<file path="src/rtl/motor_pkg.sv">
// motor_pkg: shared types and helpers for the motor_array_ctrl slice.
//   motor_state_e : per-channel FSM state (IDLE, RUN, DEAD)
//   STATE_W       : width of the encoded state (debug bus slice per channel)
//   dead_cnt_w()  : dead-time counter width, never below one bit
package motor_pkg;

  typedef enum logic [1:0] {
    IDLE = 2'd0,
    RUN  = 2'd1,
    DEAD = 2'd2
  } motor_state_e;

  localparam int STATE_W = 2;

  // $clog2(DEAD_TIME+1) is zero when DEAD_TIME is zero; keep one bit so the
  // counter declaration stays legal.
  function automatic int dead_cnt_w(input int dead_time);
    return ($clog2(dead_time + 1) < 1) ? 1 : $clog2(dead_time + 1);
  endfunction

endpackage

</file>
<file path="src/rtl/motor_array_ctrl_if.sv">
// motor_array_ctrl_if: board-side signal bundle of the motor controller.
//   SW        : per-channel direction request (1 = reverse)
//   BTN       : per-channel run request
//   DUTY      : per-channel duty, channel i at [i*PWM_W +: PWM_W]
//   MOTOR_EN  : H-bridge enable (PWM), registered
//   MOTOR_DIR : H-bridge direction, registered
//   LED       : {run flags, MOTOR_DIR}
//   STATE_DBG : per-channel FSM state, channel i at [i*STATE_W +: STATE_W]
// Modports: master = switch/button side (drives requests), slave = controller.
// Handshake: none. All signals are levels, sampled or updated on every rising
// clock edge; there is no valid/ready pair and no back-pressure.
interface motor_array_ctrl_if #(
  parameter int NUM_CH = 2,
  parameter int PWM_W  = 8
);
  import motor_pkg::*;

  logic [NUM_CH-1:0]         SW;
  logic [NUM_CH-1:0]         BTN;
  logic [NUM_CH*PWM_W-1:0]   DUTY;
  logic [NUM_CH-1:0]         MOTOR_EN;
  logic [NUM_CH-1:0]         MOTOR_DIR;
  logic [2*NUM_CH-1:0]       LED;
  logic [NUM_CH*STATE_W-1:0] STATE_DBG;

  modport master (
    output SW, BTN, DUTY,
    input  MOTOR_EN, MOTOR_DIR, LED, STATE_DBG
  );

  modport slave (
    input  SW, BTN, DUTY,
    output MOTOR_EN, MOTOR_DIR, LED, STATE_DBG
  );
endinterface

</file>
<file path="src/rtl/motor_channel.sv">
// motor_channel: one motor channel -- IDLE/RUN/DEAD FSM, dead-time counter,
// effective duty register and registered H-bridge outputs.
// Ports:
//   clk, rst  : clock, synchronous active-high reset
//   sw, btn   : direction and run requests
//   duty      : requested duty
//   pwm_cnt   : shared free-running PWM counter from the top
//   motor_en  : registered PWM enable
//   motor_dir : registered direction
//   run       : channel is in RUN (registered state)
//   state     : FSM state for debug
// Build option: MOTOR_RAMP_EN enables soft start (duty_eff climbs by one per
// PWM period, is held at zero outside RUN, and decreases apply at once).
module motor_channel
  import motor_pkg::*;
#(
  parameter int PWM_W     = 8,
  parameter int DEAD_TIME = 124999999
) (
  input  logic             clk,
  input  logic             rst,
  input  logic             sw,
  input  logic             btn,
  input  logic [PWM_W-1:0] duty,
  input  logic [PWM_W-1:0] pwm_cnt,
  output logic             motor_en,
  output logic             motor_dir,
  output logic             run,
  output motor_state_e     state
);

  localparam int             DW        = dead_cnt_w(DEAD_TIME);
  localparam logic [DW-1:0]  DEAD_LOAD = DW'(DEAD_TIME);

  motor_state_e     state_q, state_d;
  logic             dir_q, dir_d;
  logic [DW-1:0]    dead_q, dead_d;
  logic [PWM_W-1:0] duty_eff_q, duty_eff_d;
  logic             en_q, en_d;

  // Next state / direction / dead counter. A direction mismatch always wins
  // over the run request; DEAD cannot be aborted or restarted.
  always_comb begin
    state_d = state_q;
    dir_d   = dir_q;
    dead_d  = dead_q;
    case (state_q)
      IDLE: begin
        if (sw != dir_q) begin
          state_d = DEAD;
          dead_d  = DEAD_LOAD;
        end else if (btn) begin
          state_d = RUN;
        end
      end
      RUN: begin
        if (sw != dir_q) begin
          state_d = DEAD;
          dead_d  = DEAD_LOAD;
        end else if (!btn) begin
          state_d = IDLE;
        end
      end
      DEAD: begin
        if (dead_q == '0) begin
          // Direction is taken from SW as seen on the expiry cycle.
          dir_d   = sw;
          state_d = btn ? RUN : IDLE;
        end else begin
          dead_d = dead_q - DW'(1);
        end
      end
      default: state_d = IDLE;
    endcase
  end

  // Effective duty changes only at the period boundary. The compare uses the
  // value in force for the current period, boundary cycle included, so every
  // period sees a single duty value.
  always_comb begin
    duty_eff_d = duty_eff_q;
`ifdef MOTOR_RAMP_EN
    if (state_q != RUN) begin
      duty_eff_d = '0;
    end else if (pwm_cnt == '0) begin
      duty_eff_d = (duty_eff_q < duty) ? duty_eff_q + PWM_W'(1) : duty;
    end
`else
    if (pwm_cnt == '0) begin
      duty_eff_d = duty;
    end
`endif
    en_d = (state_q == RUN) && (pwm_cnt < duty_eff_d);
  end

  always_ff @(posedge clk) begin
    if (rst) begin
      state_q    <= IDLE;
      dir_q      <= 1'b0;
      dead_q     <= '0;
      duty_eff_q <= '0;
      en_q       <= 1'b0;
    end else begin
      state_q    <= state_d;
      dir_q      <= dir_d;
      dead_q     <= dead_d;
      duty_eff_q <= duty_eff_d;
      en_q       <= en_d;
    end
  end

  assign motor_en  = en_q;
  assign motor_dir = dir_q;
  assign run       = (state_q == RUN);
  assign state     = state_q;

endmodule

</file>
<file path="src/rtl/motor_array_ctrl.sv">
// motor_array_ctrl: NUM_CH-channel brushed-DC motor controller with PWM speed
// control and a direction-reversal dead time.
// Ports:
//   CLK, RST : clock, synchronous active-high reset
//   bus      : motor_array_ctrl_if.slave (SW, BTN, DUTY in; MOTOR_EN,
//              MOTOR_DIR, LED, STATE_DBG out)
// Parameters: NUM_CH (1..16), PWM_W (period = 2^PWM_W cycles), DEAD_TIME
// (dead interval = DEAD_TIME+1 cycles).
// Build option: MOTOR_RAMP_EN (soft start, see motor_channel).
// The top owns the shared PWM counter and the LED mapping; channels are
// otherwise independent.
module motor_array_ctrl
  import motor_pkg::*;
#(
  parameter int NUM_CH    = 2,
  parameter int PWM_W     = 8,
  parameter int DEAD_TIME = 124999999
) (
  input logic                CLK,
  input logic                RST,
  motor_array_ctrl_if.slave  bus
);

  logic [PWM_W-1:0]          pwm_cnt_q, pwm_cnt_d;
  logic [NUM_CH-1:0]         en_vec;
  logic [NUM_CH-1:0]         dir_vec;
  logic [NUM_CH-1:0]         run_vec;
  logic [NUM_CH*STATE_W-1:0] state_vec;

  // Free-running counter; natural wrap from 2^PWM_W-1 to 0.
  always_comb pwm_cnt_d = pwm_cnt_q + PWM_W'(1);

  always_ff @(posedge CLK) begin
    if (RST) pwm_cnt_q <= '0;
    else     pwm_cnt_q <= pwm_cnt_d;
  end

  for (genvar i = 0; i < NUM_CH; i++) begin : g_ch
    motor_state_e ch_state;

    motor_channel #(
      .PWM_W    (PWM_W),
      .DEAD_TIME(DEAD_TIME)
    ) u_ch (
      .clk      (CLK),
      .rst      (RST),
      .sw       (bus.SW[i]),
      .btn      (bus.BTN[i]),
      .duty     (bus.DUTY[i*PWM_W +: PWM_W]),
      .pwm_cnt  (pwm_cnt_q),
      .motor_en (en_vec[i]),
      .motor_dir(dir_vec[i]),
      .run      (run_vec[i]),
      .state    (ch_state)
    );

    assign state_vec[i*STATE_W +: STATE_W] = ch_state;
  end

  assign bus.MOTOR_EN  = en_vec;
  assign bus.MOTOR_DIR = dir_vec;
  assign bus.LED       = {run_vec, dir_vec};
  assign bus.STATE_DBG = state_vec;

endmodule

</file>
<file path="src/flat_wrapper.sv">
// flat-port wrapper written by rule: the top's interface ports become plain ports
module motor_array_ctrl_flat import motor_pkg::*;
#(
  parameter int NUM_CH    = 2,
  parameter int PWM_W     = 8,
  parameter int DEAD_TIME = 124999999
)
  (CLK, RST, bus_SW, bus_BTN, bus_DUTY, bus_MOTOR_EN, bus_MOTOR_DIR, bus_LED, bus_STATE_DBG);
  motor_array_ctrl_if #(.NUM_CH(NUM_CH), .PWM_W(PWM_W)) bus_i ();
  input logic CLK;
  input logic RST;
  input wire logic [$bits(bus_i.SW)-1:0] bus_SW;
  input wire logic [$bits(bus_i.BTN)-1:0] bus_BTN;
  input wire logic [$bits(bus_i.DUTY)-1:0] bus_DUTY;
  output wire logic [$bits(bus_i.MOTOR_EN)-1:0] bus_MOTOR_EN;
  output wire logic [$bits(bus_i.MOTOR_DIR)-1:0] bus_MOTOR_DIR;
  output wire logic [$bits(bus_i.LED)-1:0] bus_LED;
  output wire logic [$bits(bus_i.STATE_DBG)-1:0] bus_STATE_DBG;
  assign bus_i.SW = bus_SW;
  assign bus_i.BTN = bus_BTN;
  assign bus_i.DUTY = bus_DUTY;
  assign bus_MOTOR_EN = bus_i.MOTOR_EN;
  assign bus_MOTOR_DIR = bus_i.MOTOR_DIR;
  assign bus_LED = bus_i.LED;
  assign bus_STATE_DBG = bus_i.STATE_DBG;
  motor_array_ctrl #(.NUM_CH(NUM_CH), .PWM_W(PWM_W), .DEAD_TIME(DEAD_TIME)) u_core (.CLK(CLK), .RST(RST), .bus(bus_i));
endmodule
</file>
<file path="config.mk">
export PLATFORM = sky130hd
export DESIGN_NAME = motor_array_ctrl_flat
export DESIGN_NICKNAME = d
export VERILOG_FILES = /design/src/rtl/motor_pkg.sv /design/src/rtl/motor_array_ctrl_if.sv /design/src/rtl/motor_channel.sv /design/src/rtl/motor_array_ctrl.sv /design/src/flat_wrapper.sv
export SDC_FILE = /design/constraint.sdc
export NUM_CORES = 1
export LEC_CHECK = 0
export CORE_MARGIN = 1
export CORE_UTILIZATION = 38
export CTS_CLUSTER_SIZE = 24
export DETAILED_ROUTE_END_ITERATION = 10
export GPL_TIMING_DRIVEN = 0
export SYNTH_ARGS = -nofsm -noshare
export SYNTH_HDL_FRONTEND = slang
export SYNTH_HIERARCHICAL = 1
export SYNTH_SLANG_ARGS = --single-unit
</file>
<file path="constraint.sdc">
create_clock -name CLK -period 2.9 [get_ports CLK]
set_clock_uncertainty 0.1 [all_clocks]
set_input_delay 0.29 -clock CLK [delete_from_list [all_inputs] [get_ports CLK]]
set_output_delay 0.29 -clock CLK [all_outputs]
set_load 0.005 [all_outputs]
</file>
==> flow_metrics.env, run 1 <==
export IMPL_synth_area_per_cell_um2=8.818
export IMPL_cts_tree="yes"
export IMPL_grt_total_usage=0.1814
export IMPL_max_clock_freq_mhz=358.9
export IMPL_boundaryPins=34
export IMPL_hp_class="register to register"
export IMPL_n_antenna_cell=0
export IMPL_cts_inserted_buffers=9
export IMPL_crit_required_ns=3.03
export IMPL_grt_max_degree=16
export IMPL_gr_usage_met3=0.03057
export IMPL_synth_most_common_cell="dfxtp_1"
export IMPL_final_max_slew_viol_count=0
export IMPL_dp_slack_ns=0.1276
export IMPL_fillerInstances=1151
export IMPL_fin_crit_sh=0.9607
export IMPL_syn2layout_area_growth_pct=18.53
export IMPL_grt_busiest_layer="met2"
export IMPL_vias=3965
export IMPL_seq_power_share=0.437
export IMPL_worst_slack_ns=0.1140
export IMPL_nets=588
export IMPL_start_kind="register"
export IMPL_netlist_top_cells_count="dfxtp_1 (86), nor2_1 (56), a21oi_1 (43), xor2_1 (25), ha_1 (19)"
export IMPL_critPathKind="register to register"
export IMPL_grt_util_met2=0.2942
export IMPL_wl_per_cell_um=15.02
export IMPL_row_count=39
export IMPL_finalCriticalPeriod_ns=2.786
export IMPL_hold_viol=0
export IMPL_grt_pass1_wl_mm=17.22
export IMPL_status="complete, no violations"
export IMPL_leakagePower_nw=2.041
export IMPL_root_buffer="clkbuf_16"
export IMPL_core_area_um2=11420
export IMPL_combPwrFrac=0.176
export IMPL_drive_above_1_share=0.08696
export IMPL_ys_seq_elements=86
export IMPL_cp_max_fo=7
export IMPL_synth_ff_type="dfxtp_1"
export IMPL_drt_wl_total_mm=10.44
export IMPL_gr_usage_met1=0.2362
export IMPL_whs_path_depth=2
export IMPL_drc=0
export IMPL_setup_violations=0
export IMPL_fin_area_um2=5258
export IMPL_placed_cell_area_um2=4945
export IMPL_gp_congestion=0.8313
export IMPL_antenna_found_initial=0
export IMPL_die_width_um=110.0
export IMPL_p_sw_frac=0.2856
export IMPL_ys_warn_count=6
export IMPL_synth_nets=544
export IMPL_maxCapViolCount=0
export IMPL_rsz0062_at_grt="false"
export IMPL_p_clk_frac=0.387
export IMPL_ant_nets=0
export IMPL_stdcell_count=695
export IMPL_dp_cells=679
export IMPL_grt_pass1_vias=3681
export IMPL_ir_drop_v=0.0002818
export IMPL_cts_htree_levels=3
export IMPL_synth_edf_count=0
export IMPL_dr_pass1_iters=5
export IMPL_cts_setup_buffers=0
export IMPL_synthArstFlopShare=0
export IMPL_power_switching_mw=0.8761
export IMPL_dieArea_um2=12110
export IMPL_synth_cells=503
export IMPL_hpwl_mm=7.397
export IMPL_drt_vias_per_instance=5.705
export IMPL_cts_clk_slew_worst_paths_ns=0.07
export IMPL_ctsLongestPathBuffers=2
export IMPL_setup_tns_final_ns=0
export IMPL_gr_total_overflow=0
export IMPL_worst_skew_pair_late_latency_ns=0.34
export IMPL_syn_area_um2=4436
export IMPL_synth_area_leader_cell="dfxtp_1"
export IMPL_ys_seq_area_frac=0.3882
export IMPL_power_density_nw_per_um2=583.5
export IMPL_tightest_slew_ns=1.018
export IMPL_arrival_ns=2.91
export IMPL_portBuffers=33
export IMPL_worst_hold_slack_ns=0.3924
export IMPL_ff2ff_path_depth=6
export IMPL_yosysUniqueCellTypes=47
export IMPL_clkSinkCount=86
export IMPL_die_h_um=110.0
export IMPL_end_kind="register"
export IMPL_initial_utilization=0.3885
export IMPL_max_slew_margin=0.3161
export IMPL_p_int_mw=2.192
export IMPL_synth_area_top_cells="dfxtp_1 (39%), ha_1 (5.4%), xor2_1 (4.9%), a21oi_1 (4.9%), nor2_1 (4.7%)"
export IMPL_drt_iter0_drc=232
export IMPL_yosysTopAreaCellShare=0.3882
[cell type report]
| cell class | count | area [µm²] | share of cell area |
|---|---|---|---|
| Multi-Input combinational cell | 385 | 2580 | 0.4907 |
| Sequential cell | 86 | 1722 | 0.3275 |
| Timing Repair Buffer | 33 | 330.3 | 0.06283 |
| Clock buffer | 10 | 239.0 | 0.04545 |
| Tap cell | 143 | 178.9 | 0.03403 |
| Buffer | 23 | 106.4 | 0.02023 |
| Clock inverter | 6 | 67.56 | 0.01285 |
| Inverter | 9 | 33.78 | 0.006426 |
[registers in the layout (all words and copies together) (netlist names)]
register,cells
u_core/pwm_cnt_q,8
u_core/g_ch.u_ch/duty_eff_q,16
u_core/g_ch.u_ch/motor_en,2
u_core/g_ch.u_ch/dead_q,54
u_core/g_ch.u_ch/state,4
u_core/g_ch.u_ch/motor_dir,2
[cells in the final DEF (no fill, tap or decap), types with 3 or more instances in the layout]
cell | Yosys | final
or4_1 | 18 | 18
inv_1 | 9 | 9
nor2b_1 | 9 | 9
a21o_1 | 8 | 8
a21oi_1 | 43 | 43
nor4_2 | 2 | 3
or3_1 | 15 | 15
or3b_2 | 4 | 4
buf_4 | 4 | 4
nand2b_1 | 4 | 4
clkbuf_1 | 13 | 13
o21ai_0 | 15 | 15
xnor2_1 | 4 | 4
nand3_1 | 16 | 16
buf_2 | 4 | 4
ha_1 | 19 | 19
xor2_1 | 25 | 25
or2_2 | 4 | 4
a31oi_1 | 12 | 12
mux2i_1 | 18 | 18
and4_1 | 4 | 4
nand3b_1 | 6 | 6
clkbuf_16 | 0 | 9
o31ai_1 | 12 | 12
nand4_1 | 9 | 9
nand2_1 | 13 | 13
nor2_1 | 56 | 56
nor4_1 | 12 | 11
and3_1 | 8 | 8
clkdlybuf4s50_1 | 0 | 33
nor3_1 | 18 | 18
dfxtp_1 | 86 | 86
[critical path, cell delays in order (launching register included)]
cell and delay [ns]:
dfxtp_1 0.36, or4_1 0.54, buf_2 0.18, nor4_1 0.66, a31oi_1 0.32, nand3_1 0.19
mux2_2 0.33
[repair_timing]
action / CTS / global route
resized for setup: 0 / 1
hold buffers: 0 / 0
endpoints found under the setup margin: 0 / 1
[metrics by stage]
step / power [mW] / utilization
after floorplan: 1.740 / -
after global placement: 1.886 / 0.4330
after detailed placement: 1.900 / 0.4330
after CTS: 3.091 / 0.4599
after global routing: 3.232 / 0.4604
final: 3.068 / 0.4604
[power by group through the flow]
stage                     combinational, mW  clock (mW)  sequential (mW)
after floorplan                       0.393           0             1.35
after global placement                0.523           0             1.36
after detailed placement              0.534           0             1.37
after CTS                             0.537        1.21             1.34
after global routing                  0.601        1.28             1.35
final                                 0.540        1.19             1.34
[logic make-up (layout without fill, tap and decap cells)]
| logic type | after synthesis | count (layout) | synth area share |
|---|---|---|---|
| AOI/OAI and AO/OA | 110 | 110 | 0.1608 |
| xor gates and xnor gates | 29 | 29 | 0.05726 |
| buffers and inverters | 32 | 81 | 0.03160 |
| adders and majority gates | 19 | 19 | 0.05360 |
| and+or+nand+nor | 207 | 207 | 0.2629 |
| DFF | 86 | 86 | 0.3882 |
| muxes | 20 | 20 | 0.04570 |
[final timing paths]
| check | endpoint | slack [ns] | startpoint |
|---|---|---|---|
| min reg2reg | u_core/g_ch[0].u_ch/dead_q[7]$_SDFFE_PP0P_ | 0.39 | u_core/g_ch[0].u_ch/dead_q[7]$_SDFFE_PP0P_ |
| max | u_core/g_ch[0].u_ch/dead_q[10]$_SDFFE_PP0P_ | 0.11 | u_core/g_ch[0].u_ch/dead_q[13]$_SDFFE_PP0P_ |
| min | u_core/g_ch[0].u_ch/dead_q[7]$_SDFFE_PP0P_ | 0.39 | u_core/g_ch[0].u_ch/dead_q[7]$_SDFFE_PP0P_ |
| max reg2reg | u_core/g_ch[0].u_ch/dead_q[10]$_SDFFE_PP0P_ | 0.11 | u_core/g_ch[0].u_ch/dead_q[13]$_SDFFE_PP0P_ |
[per-layer routing]
| metal | share of wire | vias up |
|---|---|---|
| li1 | - | 1962 |
| met1 | 0.47 | 1891 |
| met2 | 0.46 | 95 |
| met3 | 0.051 | 17 |
| met4 | 0.018 | 0 |
| met5 | 0 | - |
Note: power is estimated with default switching activity, not from simulation.
==> inputs of run 2 (changes only) <==
Settings changed: PLACE_DENSITY_LB_ADDON set to 0.05.
==> run 2 against run 1 <==
  * Worst setup slack gained 0.15 ns
  * Flip-flop and latch count is the same
  * Power is essentially flat
  * Combinational power is essentially flat
  * Sequential share of layout area is essentially flat
  * Sequential power is essentially flat
  * Non-clock buffer count is the same
  * Largest power group unchanged
  * Clock-buffer cell count grew 3
  * Worst hold slack lost 0.0016 ns
  * Register-to-register slack gained 0.15 ns
  * Design area is essentially flat
==> flow_metrics.env, run 2 (same netlist as run 1, synthesis figures left out) <==
export IMPL_n_antenna_cell=0
export IMPL_end_kind="register"
export IMPL_antenna_found_initial=0
export IMPL_cts_htree_levels=3
export IMPL_hold_viol=0
export IMPL_syn2layout_area_growth_pct=18.59
export IMPL_start_kind="register"
export IMPL_ctsLongestPathBuffers=2
export IMPL_portBuffers=33
export IMPL_rsz0062_at_grt="false"
export IMPL_finalCriticalPeriod_ns=2.632
export IMPL_hp_class="register to register"
export IMPL_drc=0
export IMPL_r2r_setup_slack_ns=0.27
export IMPL_nets=588
export IMPL_largest_reg_flops=54
export IMPL_grt_pass1_vias=3724
export IMPL_leakagePower_nw=2.043
export IMPL_root_buffer="clkbuf_16"
export IMPL_setup_tns_final_ns=0
export IMPL_clkSinkCount=86
export IMPL_final_common_cell="dfxtp_1"
export IMPL_drive_above_1_share=0.08514
export IMPL_most_common_layout_cells="dfxtp_1 (86), nor2_1 (56), a21oi_1 (43), clkdlybuf4s50_1 (33), xor2_1 (25)"
export IMPL_die_h_um=110.0
export IMPL_grt_max_degree=14
export IMPL_dr_pass1_iters=4
export IMPL_worst_hold_slack_ns=0.3908
export IMPL_gp_congestion=0.7950
export IMPL_worst_slack_ns=0.2682
export IMPL_maxCapViolCount=0
export IMPL_fin_crit_sh=0.9075
export IMPL_arrival_ns=2.80
export IMPL_grt_pass1_wl_mm=17.99
export IMPL_wl_per_cell_um=15.33
export IMPL_cts_tree="yes"
export IMPL_vias=3859
export IMPL_reg_top3="u_core/g_ch.u_ch/dead_q x54, u_core/g_ch.u_ch/duty_eff_q x16, u_core/pwm_cnt_q x8"
export IMPL_fin_area_um2=5260
export IMPL_drt_wl_total_mm=10.66
export IMPL_seq_area_um2=1722
export IMPL_drt_vias_per_instance=5.553
export IMPL_ir_drop_v=0.0004455
export IMPL_total_power_mw=3.068
export IMPL_die_width_um=110.0
export IMPL_setup_violations=0
export IMPL_final_max_slew_viol_count=0
export IMPL_crit_required_ns=3.07
export IMPL_drt_iter0_drc=186
export IMPL_tightest_slew_ns=0.9984
export IMPL_row_count=39
export IMPL_ant_nets=0
export IMPL_stdcell_count=695
export IMPL_regMostFlops="u_core/g_ch.u_ch/dead_q"
export IMPL_cts_resized_gates=0
export IMPL_placed_cell_area_um2=4945
export IMPL_gr_total_overflow=0
export IMPL_initial_utilization=0.3885
export IMPL_max_clock_freq_mhz=380.0
export IMPL_hpwl_mm=7.717
export IMPL_dp_slack_ns=0.05955
export IMPL_fin_util=0.4607
export IMPL_critPathKind="register to register"
export IMPL_cts_hold_buf=0
export IMPL_dieArea_um2=12110
export IMPL_dp_cells=679
export IMPL_multi_input_area_um2=2586
export IMPL_fillerInstances=1154
export IMPL_cts_inserted_buffers=9
export IMPL_boundaryPins=34
export IMPL_core_area_um2=11420
export IMPL_cts_clk_slew_worst_paths_ns=0.06
export IMPL_max_slew_margin=0.3293
export IMPL_cp_max_fo=8
export IMPL_worst_skew_pair_late_latency_ns=0.34
export IMPL_status="complete, no violations"
export IMPL_grt_total_usage=0.1943
export IMPL_power_density_nw_per_um2=583.3
export IMPL_cts_setup_buffers=0
==> run 2: changes by cell type in the layout (fill, tap and decap cells not counted) <==
cell	previous run	this run
clkbuf_1	13	15
inv_6	2	0
clkbuf_8	1	2
clkinvlp_4	2	1
nor4_1	11	10
nor4_2	3	4
==> run 2: final timing paths <==
path / cells after the start / start / to
worst max-delay path: 5 / u_core/g_ch[1].u_ch/state[1]$_SDFFE_PP0P_ / u_core/g_ch[1].u_ch/dead_q[21]$_SDFFE_PP0P_
worst min-delay path: 2 / u_core/g_ch[0].u_ch/duty_eff_q[0]$_SDFF_PP0_ / u_core/g_ch[0].u_ch/duty_eff_q[0]$_SDFF_PP0_
worst max register to register: 5 / u_core/g_ch[1].u_ch/state[1]$_SDFFE_PP0P_ / u_core/g_ch[1].u_ch/dead_q[21]$_SDFFE_PP0P_
worst min register to register: 2 / u_core/g_ch[0].u_ch/duty_eff_q[0]$_SDFF_PP0_ / u_core/g_ch[0].u_ch/duty_eff_q[0]$_SDFF_PP0_
==> run 2: metal layers <==
layer / track usage / wire [µm]
met4: 0.05048 / 158
met1: 0.2604 / 5311
met2: 0.3040 / 4716
met5: 0 / 0
met3: 0.05703 / 468
==> run 2: where the power goes <==
group | switching (mW) | internal, mW
clock network | 0.469 | 0.714
registers | 0.0771 | 1.27
logic | 0.311 | 0.232
==> run 2: worst max-delay path, stage by stage, from the launching register on <==
cell and delay [ns]:
dfxtp_1 0.45, nand2b_1 0.16, nor3_1 0.79, nand4_1 0.39, or4_1 0.50, a31oi_1 0.17
==> run 2: final cells by class <==
class / instances / share of cell area
timing repair buffer: 33 / 0.06280
clock inverter: 3 / 0.008088
inverter: 9 / 0.006422
multi-input combinational: 385 / 0.4917
sequential: 86 / 0.3273
clock buffer: 13 / 0.04948
tap: 143 / 0.03402
buffer: 23 / 0.02022
==> inputs of run 3 (changes only) <==
Settings changed: CTS_BUF_LIST set to sky130_fd_sc_hd__clkbuf_4 sky130_fd_sc_hd__clkbuf_8.
==> run 3 against run 2 <==
  * Sequential share of layout area up 0.59 points
  * Highest routed layer unchanged
  * Largest cell class unchanged
  * Largest power group unchanged
  * Design area fell by 1.8%
  * Critical path depth unchanged
  * Flip-flop and latch count unchanged
==> flow_metrics.env, run 3 (same netlist as run 1, synthesis figures left out) <==
export IMPL_status="complete, no violations"
export IMPL_worst_slack_ns=0.2774
export IMPL_arrival_ns=2.82
export IMPL_cts_inserted_buffers=9
export IMPL_nets=588
export IMPL_r2r_setup_slack_ns=0.28
export IMPL_grt_pass1_wl_mm=17.99
export IMPL_clkSinkCount=86
export IMPL_largest_reg_flops=54
export IMPL_max_clock_freq_mhz=381.3
export IMPL_rsz0062_at_grt="false"
export IMPL_dr_pass1_iters=4
export IMPL_drt_iter0_drc=238
export IMPL_cts_clk_slew_worst_paths_ns=0.09
export IMPL_r2r_start="u_core/g_ch[1].u_ch/state[1]$_SDFFE_PP0P_"
export IMPL_grt_total_usage=0.1947
export IMPL_end_kind="register"
export IMPL_setup_violations=0
export IMPL_hold_viol=0
export IMPL_critPathBufInv=0
export IMPL_whs_path_depth=2
export IMPL_fillerInstances=1169
export IMPL_setup_tns_final_ns=0
export IMPL_wl_per_cell_um=15.42
export IMPL_most_common_layout_cells="dfxtp_1 (86), nor2_1 (56), a21oi_1 (43), clkdlybuf4s50_1 (33), xor2_1 (25)"
export IMPL_cts_tree="yes"
export IMPL_ff2ff_path_depth=5
export IMPL_hold_path_endpoint="u_core/g_ch[0].u_ch/state[0]$_SDFFE_PP0P_"
export IMPL_ant_nets=0
export IMPL_hp_class="input pin to register"
export IMPL_grt_pass1_vias=3713
export IMPL_drt_vias_per_instance=5.581
export IMPL_drive_above_1_share=0.08877
export IMPL_drc=0
export IMPL_fin_crit_sh=0.9043
export IMPL_cts_setup_buffers=0
export IMPL_final_max_slew_viol_count=0
export IMPL_worst_hold_startpoint="bus_BTN[0]"
export IMPL_ctsLongestPathBuffers=2
export IMPL_cpMaxStageDelayCell="nor3_1"
export IMPL_portBuffers=33
export IMPL_r2r_end="u_core/g_ch[1].u_ch/dead_q[21]$_SDFFE_PP0P_"
export IMPL_initial_utilization=0.3885
export IMPL_power_density_nw_per_um2=539.7
export IMPL_grt_max_degree=14
export IMPL_syn2layout_area_growth_pct=16.47
export IMPL_vias=3879
export IMPL_reg_top3="u_core/g_ch.u_ch/dead_q x54, u_core/g_ch.u_ch/duty_eff_q x16, u_core/pwm_cnt_q x8"
export IMPL_die_h_um=110.0
export IMPL_gr_total_overflow=0
export IMPL_cp_max_fo=8
export IMPL_drt_wl_total_mm=10.72
export IMPL_gp_congestion=0.7950
export IMPL_boundaryPins=34
export IMPL_crit_required_ns=3.10
export IMPL_core_area_um2=11420
export IMPL_hpwl_mm=7.717
export IMPL_start_kind="register"
export IMPL_dieArea_um2=12110
export IMPL_critPathKind="register to register"
export IMPL_finalCriticalPeriod_ns=2.623
export IMPL_dp_slack_ns=0.05955
export IMPL_regMostFlops="u_core/g_ch.u_ch/dead_q"
export IMPL_ir_drop_v=0.0003777
export IMPL_maxCapViolCount=0
export IMPL_antenna_found_initial=0
export IMPL_cp_top_family="simple AND/OR/NAND/NOR gates"
export IMPL_path_cells="nand2b_1 > nor3_1 > nand4_1 > or4_1 > a31oi_1"
export IMPL_n_antenna_cell=0
export IMPL_worst_skew_pair_late_latency_ns=0.37
export IMPL_final_common_cell="dfxtp_1"
export IMPL_leakagePower_nw=2.003
export IMPL_max_slew_margin=0.3437
export IMPL_tightest_slew_ns=0.9769
export IMPL_root_buffer="clkbuf_8"
export IMPL_slowest_delay_ns=0.77
export IMPL_die_width_um=110.0
export IMPL_cts_htree_levels=3
export IMPL_row_count=39
[run 3: through the flow]
step / instance area [µm²] / instances / hold slack [ns] / utilization / total power [mW]
4_1_cts: 5154 / 695 / 0.3566 / 0.4513 / 2.822
3_3_place_gp: 4945 / 679 / 0.3751 / 0.4330 / 1.892
3_5_place_dp: 4945 / 679 / 0.3810 / 0.4330 / 1.907
6_report: 5166 / 695 / 0.3766 / 0.4524 / 2.788
2_1_floorplan: 4436 / 503 / 0.3372 / - / 1.740
5_1_grt: 5166 / 695 / 0.3701 / 0.4524 / 2.962
[run 3: worst max path at each step]
stage                                           startpoint                                     endpoint  cells past startpoint
2_1_floorplan  u_core/g_ch[0].u_ch/dead_q[13]$_SDFFE_PP0P_  u_core/g_ch[0].u_ch/dead_q[10]$_SDFFE_PP0P_                      6
3_5_place_dp   u_core/g_ch[0].u_ch/dead_q[13]$_SDFFE_PP0P_  u_core/g_ch[0].u_ch/dead_q[10]$_SDFFE_PP0P_                      6
6_report         u_core/g_ch[1].u_ch/state[1]$_SDFFE_PP0P_  u_core/g_ch[1].u_ch/dead_q[21]$_SDFFE_PP0P_                      5
4_1_cts        u_core/g_ch[0].u_ch/dead_q[13]$_SDFFE_PP0P_  u_core/g_ch[0].u_ch/dead_q[10]$_SDFFE_PP0P_                      6
3_3_place_gp   u_core/g_ch[0].u_ch/dead_q[13]$_SDFFE_PP0P_  u_core/g_ch[0].u_ch/dead_q[10]$_SDFFE_PP0P_                      6
5_1_grt          u_core/g_ch[1].u_ch/state[1]$_SDFFE_PP0P_  u_core/g_ch[1].u_ch/dead_q[21]$_SDFFE_PP0P_                      5
[run 3: cell type report]
class | count | area [µm²] | share of cell area
plain buffers | 23 | 106.4 | 0.02059
clock buffers | 13 | 166.4 | 0.03221
clock inverters | 3 | 42.54 | 0.008234
inverters | 9 | 33.78 | 0.006539
multi-input cells | 385 | 2586 | 0.5006
flip-flops and latches | 86 | 1722 | 0.3333
well taps | 143 | 178.9 | 0.03463
repair buffers | 33 | 330.3 | 0.06394
[run 3: where the power goes]
| group | total, mW | internal, mW | switching [mW] |
|---|---|---|---|
| Sequential | 1.34 | 1.26 | 0.0769 |
| Clock | 0.904 | 0.464 | 0.440 |
| Combinational | 0.543 | 0.232 | 0.311 |
| Total | 2.79 | 1.96 | 0.828 |
[run 3: timing repair]
item                                    4_1_cts  5_1_grt
endpoints found under the setup margin        0        2
endpoints found under the hold margin         0        0
hold buffers                                  0        0
resized for setup                             0        2
[run 3: worst register-to-register path: cells and delay by family (launching register included)]
| kind | cells | cell delay, ns |
|---|---|---|
| AOI/OAI and AO/OA | 1 | 0.18 |
| DFF | 1 | 0.46 |
| and+or+nand+nor | 4 | 1.82 |
[run 3: per-layer routing]
metal	wire length (µm)	track usage	up-vias
li1	-	-	1956
met1	5432	0.2626	1861
met2	4759	0.3013	54
met3	406	0.05879	8
met4	116	0.05048	0
met5	0	0	-
